$ cat src/rtl/ram_fifo_pkg.sv
// ram_fifo_pkg: shared defaults and types for the RAM-backed FIFO controller.
//   DefaultAddrW / DefaultDataW : default RAM address and data widths
//   addr_t, data_t, cnt_t       : address, data and occupancy-count types at the defaults
package ram_fifo_pkg;

  localparam int unsigned DefaultAddrW = 8;
  localparam int unsigned DefaultDataW = 8;

  typedef logic [DefaultAddrW-1:0] addr_t;
  typedef logic [DefaultDataW-1:0] data_t;
  // RAM holds up to 2^AddrW entries, plus 2 in the output buffer.
  typedef logic [DefaultAddrW+1:0] cnt_t;

endpackage

$ cat src/rtl/fifo_out_buf.sv
// fifo_out_buf: 2-entry output buffer that holds words prefetched from the RAM.
//   clock, reset_n : clock and asynchronous active-low reset
//   clear          : synchronous empty; wins over push and pop
//   push, push_data: write a word (never issued when already holding 2 without a pop)
//   pop            : drop the head word
//   head_data      : oldest word held
//   occupancy      : number of words held (0..2)
module fifo_out_buf
  import ram_fifo_pkg::*;
#(
  parameter int unsigned DATA_W = DefaultDataW
) (
  input  logic              clock,
  input  logic              reset_n,
  input  logic              clear,
  input  logic              push,
  input  logic [DATA_W-1:0] push_data,
  input  logic              pop,
  output logic [DATA_W-1:0] head_data,
  output logic [1:0]        occupancy
);

  logic [DATA_W-1:0] mem_q [2];
  logic              rd_idx_q, rd_idx_d;
  logic [1:0]        occ_q, occ_d;
  logic              wr_idx;

  // With two slots the write slot is the head slot, or the other one when a word is held.
  assign wr_idx = rd_idx_q ^ occ_q[0];

  always_comb begin
    rd_idx_d = rd_idx_q;
    occ_d    = occ_q;
    if (clear) begin
      rd_idx_d = 1'b0;
      occ_d    = 2'd0;
    end else begin
      if (pop) rd_idx_d = ~rd_idx_q;
      occ_d = occ_q + {1'b0, push} - {1'b0, pop};
    end
  end

  always_ff @(posedge clock or negedge reset_n) begin
    if (!reset_n) begin
      mem_q[0] <= '0;
      mem_q[1] <= '0;
      rd_idx_q <= 1'b0;
      occ_q    <= 2'd0;
    end else begin
      rd_idx_q <= rd_idx_d;
      occ_q    <= occ_d;
      if (push && !clear) mem_q[wr_idx] <= push_data;
    end
  end

  assign head_data = mem_q[rd_idx_q];
  assign occupancy = occ_q;

endmodule

$ cat src/rtl/ram_fifo_ctrl.sv
// ram_fifo_ctrl: FIFO controller around an external 1-write/1-read synchronous RAM
// (read data valid the cycle after the read enable), with a 2-entry prefetch buffer.
//   clock, reset_n                   : clock and asynchronous active-low reset
//   flush                            : synchronous clear of all queued data
//   in_valid, in_ready, in_data      : push handshake
//   out_valid, out_ready, out_data   : pop handshake; out_data is the oldest entry
//   count                            : entries held (RAM + in-flight + output buffer)
//   ram_write_en/address, ram_data_in: RAM write port
//   ram_read_en/address, ram_data_out: RAM read port
module ram_fifo_ctrl
  import ram_fifo_pkg::*;
#(
  parameter int unsigned ADDR_W = DefaultAddrW,
  parameter int unsigned DATA_W = DefaultDataW
) (
  input  logic              clock,
  input  logic              reset_n,
  input  logic              flush,
  input  logic              in_valid,
  output logic              in_ready,
  input  logic [DATA_W-1:0] in_data,
  output logic              out_valid,
  input  logic              out_ready,
  output logic [DATA_W-1:0] out_data,
  output logic [ADDR_W+1:0] count,
  output logic              ram_write_en,
  output logic [ADDR_W-1:0] ram_write_address,
  output logic [DATA_W-1:0] ram_data_in,
  output logic              ram_read_en,
  output logic [ADDR_W-1:0] ram_read_address,
  input  logic [DATA_W-1:0] ram_data_out
);

  logic [ADDR_W-1:0] wr_ptr_q, wr_ptr_d;
  logic [ADDR_W-1:0] rd_ptr_q, rd_ptr_d;
  logic [ADDR_W:0]   ram_count_q, ram_count_d;
  logic [ADDR_W+1:0] count_q, count_d;
  logic              inflight_q, inflight_d;

  logic       push, pop, read_issue, buf_room;
  logic [1:0] buf_occ;

  // ram_count never exceeds 2^ADDR_W, so its top bit alone flags "full". reset_n keeps
  // the write port quiet while reset is held.
  assign in_ready = reset_n & ~flush & ~ram_count_q[ADDR_W];
  assign push     = in_valid & in_ready;
  assign pop      = out_valid & out_ready;

  // Only fetch when the word will have a slot on arrival: buffer + in-flight - pop < 2.
  assign buf_room   = ({1'b0, buf_occ} + {2'b00, inflight_q}) < ({2'b00, pop} + 3'd2);
  assign read_issue = (|ram_count_q) & ~flush & buf_room;

  always_comb begin
    wr_ptr_d    = wr_ptr_q;
    rd_ptr_d    = rd_ptr_q;
    ram_count_d = ram_count_q;
    count_d     = count_q;
    inflight_d  = inflight_q;
    if (flush) begin
      wr_ptr_d    = '0;
      rd_ptr_d    = '0;
      ram_count_d = '0;
      count_d     = '0;
      inflight_d  = 1'b0;
    end else begin
      if (push) wr_ptr_d = wr_ptr_q + ADDR_W'(1);
      if (read_issue) rd_ptr_d = rd_ptr_q + ADDR_W'(1);
      ram_count_d = ram_count_q + (ADDR_W+1)'(push) - (ADDR_W+1)'(read_issue);
      count_d     = count_q + (ADDR_W+2)'(push) - (ADDR_W+2)'(pop);
      inflight_d  = read_issue;
    end
  end

  always_ff @(posedge clock or negedge reset_n) begin
    if (!reset_n) begin
      wr_ptr_q    <= '0;
      rd_ptr_q    <= '0;
      ram_count_q <= '0;
      count_q     <= '0;
      inflight_q  <= 1'b0;
    end else begin
      wr_ptr_q    <= wr_ptr_d;
      rd_ptr_q    <= rd_ptr_d;
      ram_count_q <= ram_count_d;
      count_q     <= count_d;
      inflight_q  <= inflight_d;
    end
  end

  // A word returning during a flush cycle is dropped by the buffer's clear.
  fifo_out_buf #(
    .DATA_W (DATA_W)
  ) u_out_buf (
    .clock     (clock),
    .reset_n   (reset_n),
    .clear     (flush),
    .push      (inflight_q),
    .push_data (ram_data_out),
    .pop       (pop),
    .head_data (out_data),
    .occupancy (buf_occ)
  );

  assign out_valid         = |buf_occ;
  assign count             = count_q;
  assign ram_write_en      = push;
  assign ram_write_address = wr_ptr_q;
  assign ram_data_in       = in_data;
  assign ram_read_en       = read_issue;
  assign ram_read_address  = rd_ptr_q;

endmodule

$ cat config.mk
export PLATFORM = sky130hd
export DESIGN_NAME = ram_fifo_ctrl
export DESIGN_NICKNAME = d
export VERILOG_FILES = /design/src/rtl/ram_fifo_pkg.sv /design/src/rtl/fifo_out_buf.sv /design/src/rtl/ram_fifo_ctrl.sv
export SDC_FILE = /design/constraint.sdc
export NUM_CORES = 1
export LEC_CHECK = 0
export BUFFER_PORTS_ARGS = -buffer_cell sky130_fd_sc_hd__buf_2
export CORE_UTILIZATION = 30
export CTS_CLUSTER_SIZE = 20
export DETAILED_ROUTE_END_ITERATION = 7
export GPL_TIMING_DRIVEN = 0
export PLACE_DENSITY = 0.5
export SYNTH_ARGS = -nofsm -noshare
export SYNTH_HDL_FRONTEND = slang
export SYNTH_HIERARCHICAL = 1
export SYNTH_SLANG_ARGS = --single-unit
$ cat constraint.sdc
create_clock -name clock -period 5.55 [get_ports clock]
set_clock_uncertainty 0.1 [all_clocks]
set_input_delay 1.3875 -clock clock [delete_from_list [all_inputs] [get_ports clock]]
set_output_delay 1.3875 -clock clock [all_outputs]
set_load 0.005 [all_outputs]
==> results.json, run 1 <==
{
  "outcome": "complete, no violations",
  "synth_top_area_frac": 0.427,
  "areaGrowthSynthToFinish_pct": 18.6,
  "syn_avg_cell_area_um2": 10.6,
  "synth.most_common_cell": "dfrtp_1",
  "cp_data_required_time_ns": 5.65,
  "yosysTopAreaCell": "dfrtp_1",
  "clock.fmax_mhz": 218,
  "synth_edf_count": 0,
  "power.density_nw_per_um2": 538,
  "finalWorstSetupSlack_ns": 0.973,
  "cts-root-buf": "clkbuf_8",
  "crit_arrival_ns": 4.67,
  "drc": 0,
  "die_h_um": 106,
  "leakagePower_nw": 1.89,
  "cts.sinks": 55,
  "synth_cell_type_count": 47,
  "synth_ff_type": "dfrtp_1",
  "setup_tns_ns": 0,
  "synthesis.instances": 304,
  "ant_nets": 0,
  "grt_pass1_wl_um": 10800,
  "tightestPinTransition_ns": 0.705,
  "yosysSeqAreaShare": 0.427,
  "grt_overflow_total": 0,
  "clockBufferDepth": 2,
  "rsz0062_at_grt": "no",
  "critPathCaptureType": "flip-flop",
  "crit_fanout": 56,
  "dpl.hpwl_um": 4800,
  "grt_pass1_vias": 2242,
  "drt_wl_total_um": 6420,
  "cts_setup_buffers": 0,
  "antenna_found_initial": 0,
  "syn-cell-area_um2": 3220,
  "reg2regPathDepth": 15,
  "period_minus_slack_ns": 4.58,
  "slowest_delay_ns": 0.55,
  "whs_path_depth": 1,
  "fin_util": 0.368,
  "cp_num_buf_inv": 3,
  "drv_slew": 0,
  "place_congestion": 0.795,
  "synth_warnings": 6,
  "finalHoldViolCount": 0,
  "start_util": 0.311,
  "synth_seq_cells": 55,
  "diodes": 0,
  "cts_resized": 0,
  "htreeDepth": 2,
  "track_usage": 0.121,
  "nets": 420,
  "critical_path_depth": 13,
  "clk_latency_ns": 0.31,
  "ios": 67,
  "syn_nets": 355,
  "maxCapViolations": 0,
  "drt_iter0_drc": 78,
  "row_count": 37,
  "cts_buffers": 5,
  "path_clk_slew_ns": 0.10,
  "setup_viol": 0,
  "path_cells": "buf_4, nor3b_2, nand2_1, ha_1, inv_1, ha_1, inv_1, fa_1, nor2b_4, o31a_1, or4_1, a31oi_1, mux2_1",
  "synth_area_leaders": "dfrtp_1 43%, ha_1 11%, mux2_2 8.4%, inv_1 3.3%, xor2_1 3.3%",
  "cts_tree": "built",
  "num_vias": 2321,
  "coreArea_um2": 10400,
  "worstSetupStartpointType": "input port",
  "grt_max_degree": 57,
  "dieArea_um2": 11200,
  "drive_gt1_frac": 0.292,
  "synthArstFlopShare": 1.00,
  "hold_class": "flip-flop to flip-flop",
  "cp_top_family": "simple AND/OR/NAND/NOR gates",
  "crit_slowest_cell": "buf_4",
  "firstDrtPassIters": 4,
  "ir_worst_vdd_mv": 0.160,
  "port_buffers": 58,
  "hold_buffers": 0,
  "period_share": 0.825,
  "post-place-ws_ns": 0.0832,
  "critPathKind": "input port to flip-flop",
  "synth_top_cells_by_count": "55 x dfrtp_1, 28 x ha_1, 28 x inv_1",
  "wl_per_cell_um": 12.7,
  "die_width_um": 106,
  "via_per_inst": 4.59,
  "maxSlewHeadroom": 0.530
}
[through the flow]
stage | total power [mW] | hold WS [ns] | instances | cell area [µm²]
after floorplan | 1.48 | 0.375 | 304 | 3220
after global placement | 1.74 | 0.383 | 498 | 3680
after detailed placement | 1.76 | 0.392 | 498 | 3680
after CTS | 2.09 | 0.416 | 506 | 3820
after global routing | 2.26 | 0.428 | 506 | 3820
final | 2.05 | 0.413 | 506 | 3820
[routing by layer]
layer	routed length, µm	part of all wire	up-vias	track usage
met5	0	0	-	0
met4	36	0.0056	0	0.0327
met3	242	0.038	2	0.0284
met2	2980	0.46	38	0.201
met1	3160	0.49	1107	0.158
li1	-	-	1174	-
[logic make-up (layout without fill, tap and decap cells)]
family / count (synthesis) / count (layout) / share of synthesized area
buf+inv: 42 / 108 / 0.0629
compound gates: 46 / 46 / 0.0894
mux: 26 / 26 / 0.0905
xor+xnor: 22 / 22 / 0.0622
flops: 55 / 55 / 0.427
fa+ha+maj: 30 / 30 / 0.121
simple gates: 83 / 83 / 0.146
[cells in the final DEF, fill, tap and decap left out, types with 3 or more instances in the layout]
cell type / Yosys / final
a31oi_1: 3 / 3
a21oi_1: 13 / 13
nand4_1: 5 / 5
nor2_1: 23 / 23
buf_4: 8 / 9
nand2b_1: 5 / 5
dfrtp_1: 55 / 55
buf_2: 0 / 57
xor2_1: 12 / 12
o21bai_1: 3 / 3
o21a_1: 4 / 4
nand2_1: 10 / 10
ha_1: 28 / 28
mux2_2: 24 / 24
inv_1: 28 / 28
xnor2_1: 9 / 9
a211oi_1: 3 / 3
or3_1: 4 / 4
nor3_1: 7 / 7
nand3_1: 4 / 4
clkbuf_8: 0 / 5
nand3b_1: 3 / 3
and4_1: 3 / 3
nor2b_1: 7 / 7
o21ai_0: 13 / 13
[worst reg2reg max path, cell delays in order, from the launching register on]
cell and delay [ns]:
dfrtp_1 0.40, inv_1 0.09, ha_1 0.16, nor4b_1 0.30
a311oi_2 0.20, nand2_1 0.23, inv_1 0.15, ha_1 0.30
inv_1 0.04, ha_1 0.21, fa_1 0.43, a211o_1 0.32
a31oi_1 0.19, nor3_1 0.08, or3_1 0.34, a21oi_1 0.14
[cell type report]
type / count / area [µm²]
Tap cell: 136 / 170
Buffer: 14 / 97.6
Fill cell: 1061 / 6550
Inverter: 28 / 105
Multi-Input combinational cell: 207 / 1640
Clock inverter: 3 / 67.6
Clock buffer: 5 / 68.8
Sequential cell: 55 / 1380
Timing Repair Buffer: 58 / 293
[flip-flops by register name, indices dropped and copies added, names as in the netlist]
| name | count |
|---|---|
| u_out_buf/mem_q | 16 |
| count | 10 |
| ram_count_q | 9 |
| ram_read_address | 8 |
| ram_write_address | 8 |
| u_out_buf/occupancy | 2 |
| inflight_q | 1 |
| u_out_buf/rd_idx_q | 1 |
[path summary, 6_finish.rpt]
path / slack, ns / to / startpoint
worst max register to register: 1.79 / ram_count_q[8] / ram_count_q[3]
worst max-delay path: 0.97 / count[8] / reset_n
worst min-delay path: 0.41 / u_out_buf/mem_q[2] / u_out_buf/mem_q[2]
min in group asynchronous: 1.02 / count[6] / reset_n
max in group asynchronous: 3.86 / inflight_q / reset_n
worst min register to register: 0.41 / u_out_buf/mem_q[2] / u_out_buf/mem_q[2]
[power by group]
group,internal [mW],total (mW),switching (mW)
Clock,0.180,0.316,0.136
Combinational,0.567,1.10,0.538
Sequential,0.540,0.633,0.0928
Total,1.29,2.05,0.767
No activity file was read; power rests on OpenSTA's default activity.
==> run 2, diff against run 1 <==
--- a/config.mk
+++ b/config.mk
@@ -5,12 +5,13 @@
 export SDC_FILE = /design/constraint.sdc
 export NUM_CORES = 1
 export LEC_CHECK = 0
+export ABC_AREA = 1
 export BUFFER_PORTS_ARGS = -buffer_cell sky130_fd_sc_hd__buf_2
 export CORE_UTILIZATION = 30
 export CTS_CLUSTER_SIZE = 20
 export DETAILED_ROUTE_END_ITERATION = 7
 export GPL_TIMING_DRIVEN = 0
-export PLACE_DENSITY = 0.5
+export PLACE_DENSITY = 0.51
 export SYNTH_ARGS = -nofsm -noshare
 export SYNTH_HDL_FRONTEND = slang
 export SYNTH_HIERARCHICAL = 1
==> constraint.sdc (replaced) <==
create_clock -name clock -period 4.1 [get_ports clock]
set_clock_uncertainty 0.1 [all_clocks]
set_input_delay 1.025 -clock clock [delete_from_list [all_inputs] [get_ports clock]]
set_output_delay 1.025 -clock clock [all_outputs]
set_load 0.005 [all_outputs]
==> results.json, run 2 <==
{
  "cts_resized": 0,
  "cp_data_required_time_ns": 4.18,
  "synth_edf_count": 0,
  "fin_cells": 680,
  "cts.sinks": 55,
  "path_cells": "buf_4, nand4_4, ha_1, inv_1, ha_1, inv_1, fa_1, inv_1, nand3_1, nand2_1, nand3_1, a21oi_1, nor2_1",
  "firstDrtPassIters": 4,
  "num_vias": 3038,
  "start_util": 0.308,
  "port_buffers": 58,
  "tightestPinTransition_ns": 0.794,
  "drt_iter0_drc": 111,
  "hold_ws_ns": 0.371,
  "hold_buffers": 0,
  "cp_num_buf_inv": 4,
  "fill_cells": 1223,
  "track_usage": 0.136,
  "syn_nets": 523,
  "drv_slew": 0,
  "clk_latency_ns": 0.29,
  "multi_input_area_um2": 1740,
  "wl_met2_um": 3660,
  "yosysTopAreaCell": "dfrtp_1",
  "setup_viol": 0,
  "synth_seq_cells": 55,
  "via_per_inst": 4.47,
  "hold_class": "flip-flop to flip-flop",
  "drt_wl_total_um": 7720,
  "crit_arrival_ns": 3.57,
  "synth_area_leaders": "dfrtp_1 39%, nand2_1 15%, ha_1 9.9%, inv_1 8.2%, nand3_1 7.1%",
  "synthesis.instances": 472,
  "crit_slowest_cell": "buf_4",
  "die_h_um": 111,
  "worstSetupStartpointType": "input port",
  "synth_cell_type_count": 30,
  "period_share": 0.850,
  "outcome": "complete, no violations",
  "cts-root-buf": "clkbuf_16",
  "synth.most_common_cell": "nand2_1",
  "crit_path_frequent_cell": "inv_1",
  "wl_per_cell_um": 11.3,
  "dieArea_um2": 12200,
  "areaGrowthSynthToFinish_pct": 17.9,
  "syn-cell-area_um2": 3540,
  "coreArea_um2": 11500,
  "p_total_mw": 2.89,
  "layout_common_cells": "137 x nand2_1, 77 x inv_1, 61 x buf_2, 55 x dfrtp_1, 50 x nand3_1",
  "finalHoldViolCount": 0,
  "largest_reg_flops": 16,
  "cts_tree": "built",
  "synth_warnings": 6,
  "maxSlewHeadroom": 0.471,
  "synth_top_cells_by_count": "137 x nand2_1, 77 x inv_1, 55 x dfrtp_1",
  "power.density_nw_per_um2": 692,
  "dr_wl_met3_um": 210,
  "slowest_delay_ns": 0.59,
  "diodes": 0,
  "clock.fmax_mhz": 287,
  "grt_pass1_vias": 3042,
  "seq_area_um2": 1380,
  "wl_met1_um": 3760,
  "dp_cells": 673,
  "ant_nets": 0,
  "syn_avg_cell_area_um2": 7.49,
  "place_congestion": 0.761,
  "critPathKind": "input port to flip-flop",
  "path_clk_slew_ns": 0.07,
  "drive_gt1_frac": 0.175,
  "synth_top_area_frac": 0.389,
  "crit_fanout": 57,
  "top_layer": "met4",
  "ios": 67,
  "rsz0062_at_grt": "no",
  "synth_ff_type": "dfrtp_1",
  "critical_path_depth": 13,
  "maxCapViolations": 0,
  "grt_overflow_total": 0,
  "grt_max_degree": 58,
  "clockBufferDepth": 2,
  "top_register": "u_out_buf/mem_q",
  "cts_buffers": 5,
  "grt_pass1_wl_um": 13900,
  "yosysSeqAreaShare": 0.389,
  "row_count": 39,
  "reg2regPathDepth": 16,
  "nets": 588,
  "drc": 0,
  "die_width_um": 111,
  "ir_worst_vdd_mv": 0.271,
  "leakagePower_nw": 2.38,
  "dpl.hpwl_um": 5750,
  "critPathCaptureType": "flip-flop",
  "period_minus_slack_ns": 3.49,
  "cts_setup_buffers": 0,
  "whs_path_depth": 2,
  "htreeDepth": 2,
  "layout.cells.most_common": "nand2_1",
  "synthArstFlopShare": 1.00,
  "cp_top_family": "adder cells",
  "antenna_found_initial": 0
}
## run 2: cell count changes in the layout (fill, tap and decap cells not counted), sizes merged, moves of 5 or more
| cell | delta |
|---|---|
| xor2 | -6 |
| nor2 | +11 |
| nand2b | -5 |
| nand2 | +129 |
| nor2b | -8 |
| xnor2 | -10 |
| mux2 | -25 |
| nand3 | +50 |
| a21oi | +12 |
| inv | +52 |
## run 2: power by group
group | leakage (nW) | switching (mW) | total, mW | internal, mW
sequential | 0.718 | 0.130 | 0.856 | 0.726
clock | 0.0759 | 0.197 | 0.482 | 0.285
combinational | 1.59 | 0.948 | 1.55 | 0.601
## run 2: final timing paths
check / slack (ns) / start / end
min reg2reg: 0.37 / u_out_buf/mem_q[1] / u_out_buf/mem_q[1]
min: 0.37 / u_out_buf/mem_q[1] / u_out_buf/mem_q[1]
max: 0.61 / reset_n / count[8]
max in group asynchronous: 2.67 / reset_n / count[7]
min in group asynchronous: 0.70 / reset_n / ram_write_address[6]
max reg2reg: 1.21 / u_out_buf/occupancy[0] / ram_count_q[6]
## run 2: layout make-up
type                       count  share of cell area
buffer                        15              0.0264
clock buffer                   5              0.0300
clock inverter                 2             0.00900
inverter                      80              0.0732
multi-input combinational    322               0.418
sequential                    55               0.330
tap                          143              0.0429
timing repair buffer          58              0.0702
## run 2: cell families after synthesis
| family | count (synthesis) | share of synthesized area |
|---|---|---|
| compound gates | 47 | 0.0711 |
| xor+xnor | 6 | 0.0149 |
| fa+ha+maj | 30 | 0.110 |
| buf+inv | 95 | 0.117 |
| flops | 55 | 0.389 |
| simple gates | 239 | 0.297 |
## run 2: routing by layer
metal | track usage | vias up
met5 | 0 | -
met1 | 0.178 | 1395
li1 | - | 1606
met2 | 0.231 | 32
met3 | 0.0241 | 5
met4 | 0.0347 | 0
## run 2: worst register-to-register path: stages, from the launching register on
cell and delay (ns):
dfrtp_1 0.44, ha_1 0.20, ha_1 0.26, nand2_1 0.06, nand3_2 0.09, inv_1 0.10
ha_1 0.29, inv_1 0.04, ha_1 0.20, fa_1 0.42, nand3_1 0.11, o211ai_1 0.16
nand2_1 0.14, nand2_1 0.06, nand2_1 0.05, inv_1 0.04, nor2_1 0.08
## run 2: stage by stage
step / util / setup TNS [ns] / instance area [µm²] / setup slack [ns]
after global placement: 0.349 / -0.425 / 4010 / -0.227
after detailed placement: 0.349 / 0 / 4010 / 0.256
final: 0.364 / 0 / 4170 / 0.614
after CTS: 0.364 / 0 / 4170 / 0.553
after floorplan: - / 0 / 3540 / 1.12
after global routing: 0.364 / 0 / 4170 / 0.324
==> run 3, diff against run 2 <==
--- a/config.mk
+++ b/config.mk
@@ -7,11 +7,11 @@
 export LEC_CHECK = 0
 export ABC_AREA = 1
 export BUFFER_PORTS_ARGS = -buffer_cell sky130_fd_sc_hd__buf_2
-export CORE_UTILIZATION = 30
+export CORE_UTILIZATION = 40
 export CTS_CLUSTER_SIZE = 20
 export DETAILED_ROUTE_END_ITERATION = 7
 export GPL_TIMING_DRIVEN = 0
-export PLACE_DENSITY = 0.51
+export PLACE_DENSITY = 0.64
 export SYNTH_ARGS = -nofsm -noshare
 export SYNTH_HDL_FRONTEND = slang
 export SYNTH_HIERARCHICAL = 1
==> results.json, run 3 (same netlist as run 2, synthesis figures left out) <==
{
  "finalHoldViolCount": 0,
  "diodes": 0,
  "cts-root-buf": "clkbuf_8",
  "setup_viol": 0,
  "clockBufferDepth": 2,
  "largest_reg_flops": 16,
  "maxCapViolations": 0,
  "clk_latency_ns": 0.31,
  "num_vias": 3124,
  "layout.cells.most_common": "nand2_1",
  "grt_pass1_wl_um": 13100,
  "path_clk_slew_ns": 0.11,
  "top_register": "u_out_buf/mem_q",
  "start_util": 0.422,
  "period_share": 0.832,
  "drv_slew": 0,
  "cts.sinks": 55,
  "antenna_found_initial": 0,
  "finalWorstSetupSlack_ns": 0.687,
  "cp_data_required_time_ns": 4.21,
  "port_buffers": 58,
  "cts_resized": 0,
  "place_congestion": 0.819,
  "wl_per_cell_um": 11.7,
  "grt_max_degree": 58,
  "grt_pass1_vias": 3019,
  "ant_nets": 0,
  "coreArea_um2": 8380,
  "placed_cell_area_um2": 3960,
  "die_width_um": 96.0,
  "hold_class": "flip-flop to flip-flop",
  "areaGrowthSynthToFinish_pct": 15.2,
  "leakagePower_nw": 2.37,
  "drive_gt1_frac": 0.177,
  "final_area_um2": 4070,
  "drt_wl_total_um": 7520,
  "critPathKind": "input port to flip-flop",
  "hold_buffers": 0,
  "period_minus_slack_ns": 3.41,
  "clock.fmax_mhz": 293,
  "drc": 0,
  "fill_cells": 860,
  "cts_setup_buffers": 0,
  "htreeDepth": 2,
  "crit_arrival_ns": 3.53,
  "via_per_inst": 4.86,
  "dpl.hpwl_um": 5660,
  "hold_ws_ns": 0.383,
  "tightestPinTransition_ns": 0.736,
  "cts_buffers": 5,
  "worstSetupStartpointType": "input port",
  "cts_tree": "built",
  "drt_iter0_drc": 152,
  "ios": 67,
  "row_count": 33,
  "power.density_nw_per_um2": 687,
  "rsz0062_at_grt": "no",
  "track_usage": 0.182,
  "maxSlewHeadroom": 0.509,
  "nets": 588,
  "firstDrtPassIters": 4,
  "p_total_mw": 2.80,
  "crit_fanout": 57,
  "outcome": "complete, no violations",
  "grt_overflow_total": 0,
  "critPathCaptureType": "flip-flop",
  "die_h_um": 96.0,
  "post-place-ws_ns": -0.204,
  "ir_worst_vdd_mv": 0.229,
  "layout_common_cells": "137 x nand2_1, 77 x inv_1, 61 x buf_2, 55 x dfrtp_1, 50 x nand3_1",
  "dieArea_um2": 9220
}
## run 3: cell types whose count changed in the layout (fill, tap and decap cells not counted)
cell	change
clkinv_4	+1
clkinv_2	+1
clkbuf_16	-5
clkbuf_8	+5
clkinvlp_4	-1
## run 3: final timing paths
check / endpoint / slack (ns) / cells after the start / start
setup reg to reg: ram_count_q[6] / 1.21 / 16 / u_out_buf/occupancy[0]
max in group asynchronous: ram_count_q[8] / 2.75 / 1 / reset_n
min in group asynchronous: ram_write_address[1] / 0.67 / 1 / reset_n
hold reg to reg: u_out_buf/mem_q[12] / 0.38 / 2 / u_out_buf/mem_q[12]
hold / removal: u_out_buf/mem_q[12] / 0.38 / 2 / u_out_buf/mem_q[12]
setup / recovery: count[8] / 0.69 / 13 / reset_n
## run 3: worst max-delay path: stages
cell and delay [ns]:
buf_4 0.56, nand4_4 0.25, ha_1 0.35, inv_1 0.06
ha_1 0.18, inv_1 0.06, fa_1 0.37, inv_1 0.11
nand3_1 0.07, nand2_1 0.13, nand3_1 0.10, a21oi_1 0.16
nor2_1 0.07
## run 3: routing by layer
| layer | part of all wire | track usage | vias up |
|---|---|---|---|
| met5 | 0 | 0 | - |
| met2 | 0.48 | 0.307 | 57 |
| met4 | 0.017 | 0.0535 | 0 |
| met3 | 0.039 | 0.0292 | 13 |
| met1 | 0.47 | 0.239 | 1441 |
| li1 | - | - | 1613 |
## run 3: stage by stage
stage / util / instances / TNS [ns]
floorplan: - / 472 / 0
global placement: 0.472 / 635 / -0.236
detailed placement: 0.472 / 635 / -0.388
CTS: 0.486 / 643 / 0
global route: 0.486 / 643 / 0
finish: 0.486 / 643 / 0
## run 3: where the power goes
group / total [mW] / switching (mW) / internal, mW
clock: 0.373 / 0.191 / 0.182
combinational: 1.56 / 0.954 / 0.606
sequential: 0.862 / 0.137 / 0.725
## run 3: layout make-up
type | count | area (µm²) | share of cell area
Timing Repair Buffer | 58 | 293 | 0.0719
Tap cell | 105 | 131 | 0.0323
Buffer | 15 | 110 | 0.0270
Clock inverter | 3 | 43.8 | 0.0108
Sequential cell | 55 | 1380 | 0.338
Multi-Input combinational cell | 322 | 1740 | 0.428
Clock buffer | 5 | 68.8 | 0.0169
Inverter | 80 | 305 | 0.0750
